===== config.mk =====
export PLATFORM = sky130hd
export DESIGN_NAME = alu_muldiv
export DESIGN_NICKNAME = d
export VERILOG_FILES = /design/src/rtl/alu_muldiv.sv
export SDC_FILE = /design/constraint.sdc
export NUM_CORES = 1
export LEC_CHECK = 0
export ABC_AREA = 0
export BUFFER_PORTS_ARGS = -buffer_cell sky130_fd_sc_hd__buf_2
export CAP_MARGIN = 0
export CELL_PAD_IN_SITES_DETAIL_PLACEMENT = 0
export CELL_PAD_IN_SITES_GLOBAL_PLACEMENT = 1
export CORE_UTILIZATION = 39
export CTS_CLUSTER_SIZE = 12
export DETAILED_ROUTE_END_ITERATION = 12
export GPL_TIMING_DRIVEN = 0
export PLACE_DENSITY_LB_ADDON = 0.1
export SETUP_SLACK_MARGIN = 0.5
export SLEW_MARGIN = 10
export SYNTH_ARGS = -nofsm -noshare
export SYNTH_HDL_FRONTEND = slang
export SYNTH_SLANG_ARGS = --single-unit
export TNS_END_PERCENT = 5

===== constraint.sdc =====
create_clock -name clk -period 6.3 [get_ports clk]
set_clock_uncertainty 0.15 [all_clocks]
set_input_delay 0.945 -clock clk [delete_from_list [all_inputs] [get_ports clk]]
set_output_delay 0.945 -clock clk [all_outputs]
set_load 0.01 [all_outputs]

===== src/rtl/alu_muldiv.sv =====
// alu_muldiv: registered ALU for the MIPS EX stage, with an iterative unsigned
// multiply/divide unit that owns the HI/LO registers.
//
// Single-cycle ops write c/zero and pulse done on the edge after start is
// sampled. MULTU and DIVU iterate one bit per cycle and take WIDTH+1 cycles
// in total. During that time busy is high and start is ignored.
//
// Ports:
//   clk, rst_n        clock, asynchronous active-low reset
//   start, op, a, b   request, 4-bit op code, operands (sampled when accepted)
//   c, zero           registered result and its zero flag
//   busy              multi-cycle operation in progress
//   done              one-cycle pulse when c/zero (and hi/lo) are fresh
//   hi, lo            HI/LO registers (MULTU product halves, DIVU rem/quot)
//
// state | meaning
// IDLE  | waiting for start
// MUL   | shift-add multiply, one multiplier bit per cycle
// DIV   | restoring divide, one dividend bit per cycle
// FIN   | result-valid cycle (done high); accepts a new start like IDLE
module alu_muldiv #(
  parameter int WIDTH = 32
) (
  input  logic             clk,
  input  logic             rst_n,
  input  logic             start,
  input  logic [3:0]       op,
  input  logic [WIDTH-1:0] a,
  input  logic [WIDTH-1:0] b,
  output logic [WIDTH-1:0] c,
  output logic             zero,
  output logic             busy,
  output logic             done,
  output logic [WIDTH-1:0] hi,
  output logic [WIDTH-1:0] lo
);

  localparam int CW = $clog2(WIDTH + 1);

  localparam logic [3:0] OP_PASSA = 4'd0;
  localparam logic [3:0] OP_PASSB = 4'd1;
  localparam logic [3:0] OP_ADD   = 4'd2;
  localparam logic [3:0] OP_SUB   = 4'd3;
  localparam logic [3:0] OP_AND   = 4'd4;
  localparam logic [3:0] OP_OR    = 4'd5;
  localparam logic [3:0] OP_XOR   = 4'd6;
  localparam logic [3:0] OP_SLT   = 4'd7;
  localparam logic [3:0] OP_MULTU = 4'd8;
  localparam logic [3:0] OP_DIVU  = 4'd9;
  localparam logic [3:0] OP_MFHI  = 4'd10;
  localparam logic [3:0] OP_MFLO  = 4'd11;

  typedef enum logic [1:0] {S_IDLE, S_MUL, S_DIV, S_FIN} state_t;

  state_t          state, state_nxt;
  logic [CW-1:0]   cnt;
  // acc: product high half / partial remainder
  // quo: multiplier shifting out, product low half / quotient shifting in
  // opd: multiplicand / divisor
  logic [WIDTH-1:0] acc, quo, opd;

  logic             last;
  logic [WIDTH:0]   mul_sum;
  logic [WIDTH-1:0] mul_acc_nxt, mul_quo_nxt;
  logic [WIDTH:0]   div_shift;
  logic             div_ok;
  logic [WIDTH-1:0] div_acc_nxt, div_quo_nxt;
  logic [WIDTH-1:0] alu_res;

  assign last = (cnt == CW'(1));

  // ---------------- FSM: state register ----------------
  always_ff @(posedge clk or negedge rst_n) begin
    if (!rst_n) state <= S_IDLE;
    else        state <= state_nxt;
  end

  // ---------------- FSM: next state ----------------
  always_comb begin
    state_nxt = state;
    case (state)
      S_IDLE, S_FIN: begin
        state_nxt = S_IDLE;
        if (start && op == OP_MULTU)     state_nxt = S_MUL;
        else if (start && op == OP_DIVU) state_nxt = S_DIV;
      end
      S_MUL:   if (last) state_nxt = S_FIN;
      S_DIV:   if (last) state_nxt = S_FIN;
      default: state_nxt = S_IDLE;
    endcase
  end

  // ---------------- FSM: outputs ----------------
  always_comb begin
    busy = 1'b0;
    if (state == S_MUL || state == S_DIV) busy = 1'b1;
  end

  // ---------------- iteration datapath ----------------
  always_comb begin
    // Shift-add: add multiplicand when the multiplier LSB is set, then shift
    // the whole {acc, quo} pair right, catching the carry in the top bit.
    mul_sum     = {1'b0, acc} + (quo[0] ? {1'b0, opd} : '0);
    mul_acc_nxt = mul_sum[WIDTH:1];
    mul_quo_nxt = {mul_sum[0], quo[WIDTH-1:1]};

    // Restoring divide. The shifted remainder needs WIDTH+1 bits. A zero
    // divisor always "fits", which yields quotient all-ones and remainder = a.
    div_shift   = {acc, quo[WIDTH-1]};
    div_ok      = (div_shift >= {1'b0, opd});
    div_acc_nxt = div_ok ? (div_shift[WIDTH-1:0] - opd) : div_shift[WIDTH-1:0];
    div_quo_nxt = {quo[WIDTH-2:0], div_ok};
  end

  always_comb begin
    alu_res = '0;
    case (op)
      OP_PASSA: alu_res = a;
      OP_PASSB: alu_res = b;
      OP_ADD:   alu_res = a + b;
      OP_SUB:   alu_res = a - b;
      OP_AND:   alu_res = a & b;
      OP_OR:    alu_res = a | b;
      OP_XOR:   alu_res = a ^ b;
      OP_SLT:   alu_res = {{(WIDTH-1){1'b0}}, ($signed(a) < $signed(b))};
      OP_MFHI:  alu_res = hi;
      OP_MFLO:  alu_res = lo;
      default:  alu_res = '0;
    endcase
  end

  always_ff @(posedge clk or negedge rst_n) begin
    if (!rst_n) begin
      cnt  <= '0;
      acc  <= '0;
      quo  <= '0;
      opd  <= '0;
      c    <= '0;
      zero <= 1'b1;
      done <= 1'b0;
      hi   <= '0;
      lo   <= '0;
    end else begin
      done <= 1'b0;
      case (state)
        S_IDLE, S_FIN: begin
          if (start) begin
            if (op == OP_MULTU) begin
              acc <= '0;
              quo <= b;
              opd <= a;
              cnt <= CW'(WIDTH);
            end else if (op == OP_DIVU) begin
              acc <= '0;
              quo <= a;
              opd <= b;
              cnt <= CW'(WIDTH);
            end else begin
              done <= 1'b1;
              // reserved codes only pulse done
              if (op <= OP_MFLO) begin
                c    <= alu_res;
                zero <= (alu_res == '0);
              end
            end
          end
        end
        S_MUL: begin
          acc <= mul_acc_nxt;
          quo <= mul_quo_nxt;
          cnt <= cnt - CW'(1);
          if (last) begin
            hi   <= mul_acc_nxt;
            lo   <= mul_quo_nxt;
            c    <= mul_quo_nxt;
            zero <= (mul_quo_nxt == '0);
            done <= 1'b1;
          end
        end
        S_DIV: begin
          acc <= div_acc_nxt;
          quo <= div_quo_nxt;
          cnt <= cnt - CW'(1);
          if (last) begin
            hi   <= div_acc_nxt;
            lo   <= div_quo_nxt;
            c    <= div_quo_nxt;
            zero <= (div_quo_nxt == '0);
            done <= 1'b1;
          end
        end
        default: ;
      endcase
    end
  end

endmodule


# Yosys cells after proc, flatten, opt, wreduce, memory -nomap -nowiden
# Cells that the tools add are included.
[op_classes]
magnitude_cmp = 3
n_reduce_logical = 16
bitwise = 3
add_sub_neg = 5
mux = 45
eq_ne = 23
[op_table]
columns = ["op", "count"]
rows = [
  ["2-to-1 mux 32 bit", 18],
  ["one-hot mux 32 bit (10 select lines)", 1],
  ["one-hot mux 32 bit (3 select lines)", 3],
  ["one-hot mux 32 bit (2 select lines)", 2],
  ["logical NOT 32 bit", 3],
  ["subtractor 32 bit", 2],
  ["adder 32 x 32 -> 33 bit", 1],
  [">= comparator 33 x 32 -> 1 bit", 1],
  ["adder 32 bit", 1],
  ["AND 32 bit", 1],
  ["< comparator 32 bit", 1],
  ["bitwise OR 32 bit", 1],
  ["bitwise XOR 32 bit", 1],
  ["2-to-1 mux 6 bit", 3],
  ["== test 4 x 3 -> 1 bit (second input constant)", 4],
  ["== test 4 bit (second input constant)", 4],
  ["!= test 2 bit (second input constant)", 6],
  ["one-hot mux 6 bit (2 select lines)", 1],
  ["2-to-1 mux 1 bit", 11],
  ["== test 4 x 2 -> 1 bit (second input constant)", 2],
  ["== test 6 x 1 -> 1 bit (second input constant)", 1],
  ["2-to-1 mux 2 bit", 3],
  ["AND reduction 3 bit", 2],
  ["AND reduction 6 bit", 1],
  ["17 further kinds", 21],
]
[totals]
output_inout_bits = 99
input_bits = 71
register_bits = 202
elab_cells = 105

# Depth between registers and ports, before layout
[logic_depth]
ltp_word = 8
ltp_mapped = 16
depth_no_buf = 15

# Worst setup path after synthesis
# No wires, ideal clock.
[synth_path]
kind = "input to register"
start = "input port a[0]"
end = "register zero"
stages = 15
setup_time_ns = 0.072
n_path_buf = 0
t_required_ns = 6.078
arrival_ns = 3.692
slack_ns = 2.386
cell_sequence = "inv_1 > ha_1 > inv_1 > fa_1 > nor2b_1 > o311a_1 > o211a_4 > o2111a_1 > o31ai_2 > nand4_1 > a311oi_1 > nand4_1 > nor4_2 > nand4_1 > o21ai_1"
[synth_via]
elab_chain_cells = 8
word_cells_on_any_way = 13
classes_between = "add/sub (2); order compare (1); mux (6); bitwise (3); reduce/logical (1)"
[synth_lines]
columns = ["item", "line", "rtl"]
rows = [
  ["start: declaration", "28", "input logic [WIDTH-1:0] a,"],
  ["subtractor 32 bit, or another cell as far along", "121", "OP_SUB: alu_res = a - b;"],
  ["one-hot mux 32 bit (10 select lines) *", "117", "case (op)"],
  ["logical NOT 32 bit *", "163", "zero <= (alu_res == '0);"],
  ["2-to-1 mux 1 bit *", "161", "if (op <= OP_MFLO) begin"],
  ["2-to-1 mux 1 bit *", "153", "end else if (op == OP_DIVU) begin"],
  ["2-to-1 mux 1 bit *", "148", "if (op == OP_MULTU) begin"],
  ["2-to-1 mux 1 bit *", "147", "if (start) begin"],
  ["one-hot mux 1 bit (3 select lines) *", "145", "case (state)"],
  ["end signal: assignment", "163", ""],
  ["end signal: assignment", "176", "zero <= (mul_quo_nxt == '0);"],
  ["end signal: assignment", "188", "zero <= (div_quo_nxt == '0);"],
  ["end: declaration", "31", "output logic zero,"],
]
# Mark *: on every way between the ends. The rest lies on a longest branch, timed or not. The select of a mux whose other input is x is not followed.
# A chain may end at the register's enable or synchronous reset.

# Worst setup path after layout
# Same ends and word-level chain as after synthesis.

==> results.md <==
* Int Power at around 3.3 mW
* Sequential share of power at 0.365
* Net Sw Frac at 0.442
* Synth Instances at 2,617
* Vias per std cell at 6.43
* Post-CTS Resized at 0
* Mean Syn Cell Area at 7.68 sq um
* Core Region at 0.0505 sq mm
* Slew @ Worst Pin at ~1.4 ns
* Async S/R FF share, synth at 1.00
* GR Util met3 at 0.0600
* Fin. max-slew vios at 0
* Vias in the first global route at between 20,000 and 25,000
* Commonest non-fill, non-tap cell in the layout: nand2_1
* Post-CTS setup buffer count at 0
* Antenna cells at 0
* Maximum number of pins on one net before global-route repair at roughly 100
* FF+latch count, synth at 202
* Tcrit/Tclk final at 0.836
* Min Tclk post-route at between 5 and 6 ns
* Final Setup Violations at 0
* Critical path data arrival time at 5.56 ns
* GRT Util Overall at 0.382
* CP endpoint kind: flop
* Slew headroom at 0.0833
* Synth cell types at 95
* Placed wire-length estimate at 83,500 um
* Post-route cell area at around 0.023 sq mm
* Worst EP required at 6.60 ns
* Critical Setup Path Class: input port to flop
* Standard-cell row count at 82
* Die area at 0.0525 sq mm
* Clk sinks at around 200
* ANT nets after route at 0
* I/O pin total at 170
* GP Congestion at ~0.98
* Final Hold Fails at 0
* First-pass GRT wire length at 148,000 um
* Mapped cell area at roughly 0.020 sq mm
* Met1 track demand over resource at 0.513
* Synth warn at 0
* Total CTS buffers at 23
* Height of the die at approximately 230 um
* DR iter-0 viols at 2,850
* Sequential fraction of the synthesis area at 0.251
* Final TNS setup at 0 ns
* Logic pwr share at 0.397
* Net switching power at 2.58 mW
* Commonest non-fill, non-tap cells in the layout: 323 x nand2_1, 254 x o21ai_0, 231 x nor2_1
* Leakage at 10.3 nW
* Clock root cell: clkbuf_16
* Syn nets at 2,863
* Pwr Density at around 260 mW/mm^2
* Hold Slack at 0.306 ns
* Antenna violations before repair at 2
* Status: completed
* Worst skew pair latency at 0.52 ns
* Placed Area at ~0.022 sq mm
* WL/cell at 29.5 um
* TritonCTS clock tree: yes
* Number of port buffers at roughly 170
* Detailed Route WL at ~100,000 um
* Grt total ovfl at 0
* Peak VDD IR at 0.234 mV
* Area Overhead vs Synth at 12.2%
* CTS Hold Bufs at 0
* Unrepaired setup endpoints after global routing: no
* Fmax at 0.190 GHz
* Chip Width at 229 um
* Drt pass-1 iters at 6
* Clock Path Buffers at 3
* Gr busiest metal: met2
* Final net count at between 3,000 and 4,000
* CP Max Fanout at 5
* Top FF cell, synth: dfrtp_1
* Max capacitance violation total at 0
* Met2 Use GR at 0.606
* Hold Crit Class: input port to async pin
* DRC viols at 0
* Clk pwr share at 0.238
* Vias at 22,500
* Crit start category: input port
* Max H-tree Level at 1
* Clock slew at reported path FFs at 0.06 ns
* Starting density of the core at 0.398
* Layout cells sized above 1 at 0.108
* FF-to-FF setup slack at between 1 and 1.5 ns
* Post-synth EDFFs at 0
-- logic make-up after synthesis --
logic type,synth area share
flip-flops,0.251
adder cells (fa/ha/maj),0.110
buffers and inverters,0.0683
AND/OR/NAND/NOR,0.188
multiplexers,0.0358
XOR/XNOR,0.0266
AO/OA/AOI/OAI,0.320
-- per-layer routing --
metal	part of all wire	up-vias
li1	-	10000
met1	0.42	11000
met2	0.45	1198
met3	0.084	237
met4	0.048	2
met5	0.00012	-
-- state kept, by name, indices dropped and copies added, names as in the netlist --
signal / count
acc: 32
c: 32
cnt: 6
done: 1
hi: 32
lo: 32
opd: 32
quo: 32
state: 2
zero: 1
-- Yosys cell counts (all sizes together) (7+ instances only) --
cell type | n | area, sq um
a211o | 11 | 96.3
nor2b | 18 | 113
xor2 | 21 | 184
a32oi | 7 | 61.3
nand3b | 9 | 67.6
o21bai | 15 | 113
nor2 | 231 | 867
a221oi | 35 | 307
o22ai | 17 | 113
a2111oi | 12 | 118
and2 | 11 | 68.8
or2 | 11 | 68.8
or3 | 11 | 68.8
o2111ai | 7 | 61.3
nor3 | 33 | 165
nand2 | 324 | 1220
o21a | 21 | 158
nand4 | 24 | 150
o311ai | 7 | 68.8
mux2 | 7 | 78.8
xnor2 | 40 | 350
nand2b | 22 | 138
a221o | 9 | 90.1
a311oi | 29 | 254
nor4 | 36 | 250
mux2i | 64 | 641
o21ai | 259 | 1300
clkbuf | 112 | 420
and3 | 19 | 119
a21oi | 187 | 951
nand3 | 33 | 165
a222oi | 7 | 70.1
a21o | 83 | 623
ha | 171 | 2140
a22oi | 54 | 405
o211ai | 22 | 165
inv | 154 | 578
a211oi | 52 | 418
dfrtp | 201 | 5030
o221ai | 14 | 123
buf | 62 | 374
o31ai | 35 | 268
a31oi | 26 | 163
-- worst max-delay path, stage by stage --
cell,delay [ns]
buf_2,0.15
inv_1,0.09
ha_1,0.33
inv_1,0.10
fa_1,0.42
nor2b_1,0.17
o311a_1,0.39
o21ai_0,0.51
o221ai_1,0.23
a21oi_1,0.43
nand4_1,0.20
nor4_1,0.59
nand4_1,0.32
nor4_1,0.35
nand4_1,0.14
o21ai_1,0.18
-- path summary, 6_finish.rpt --
path | from | end | depth (start not counted)
max in group asynchronous | rst_n | opd[28]$_DFFE_PN0P_ | 2
worst min register to register | c[17]$_DFFE_PN0P_ | c[17]$_DFFE_PN0P_ | 1
worst max register to register | quo[0]$_DFFE_PN0P_ | acc[31]$_DFFE_PN0P_ | 14
worst max-delay path | a[0] | zero$_DFFE_PN1P_ | 16
min in group clk | c[17]$_DFFE_PN0P_ | c[17]$_DFFE_PN0P_ | 1
worst min-delay path | rst_n | opd[7]$_DFFE_PN0P_ | 1
-- area by class of cell --
type	count	area (sq um)
buffer	174	795
timing repair buffer	168	873
fill	5286	27900
clock inverter	8	119
inverter	154	578
multi-input combinational	2087	13700
sequential	202	5060
clock buffer	30	622
tap	672	841
-- power groups by stage --
stage	clock network (mW)	registers (mW)	logic, mW
finish	1.39	2.13	2.32
global route	1.44	2.15	2.50
CTS	1.40	2.10	2.26
detailed placement	0	2.13	2.25
global placement	0	2.12	2.23
floorplan	0	1.96	1.31
-- metrics by stage --
step	power (mW)	utilization	setup slack (ns)	instances
2_1_floorplan	3.27	-	2.39	2617
3_3_place_gp	4.35	0.432	0.518	3456
3_5_place_dp	4.38	0.432	0.705	3457
4_1_cts	5.77	0.447	1.21	3495
5_1_grt	6.09	0.447	1.05	3495
6_report	5.83	0.447	1.03	3495
No activity file was read; power rests on OpenSTA's default activity.
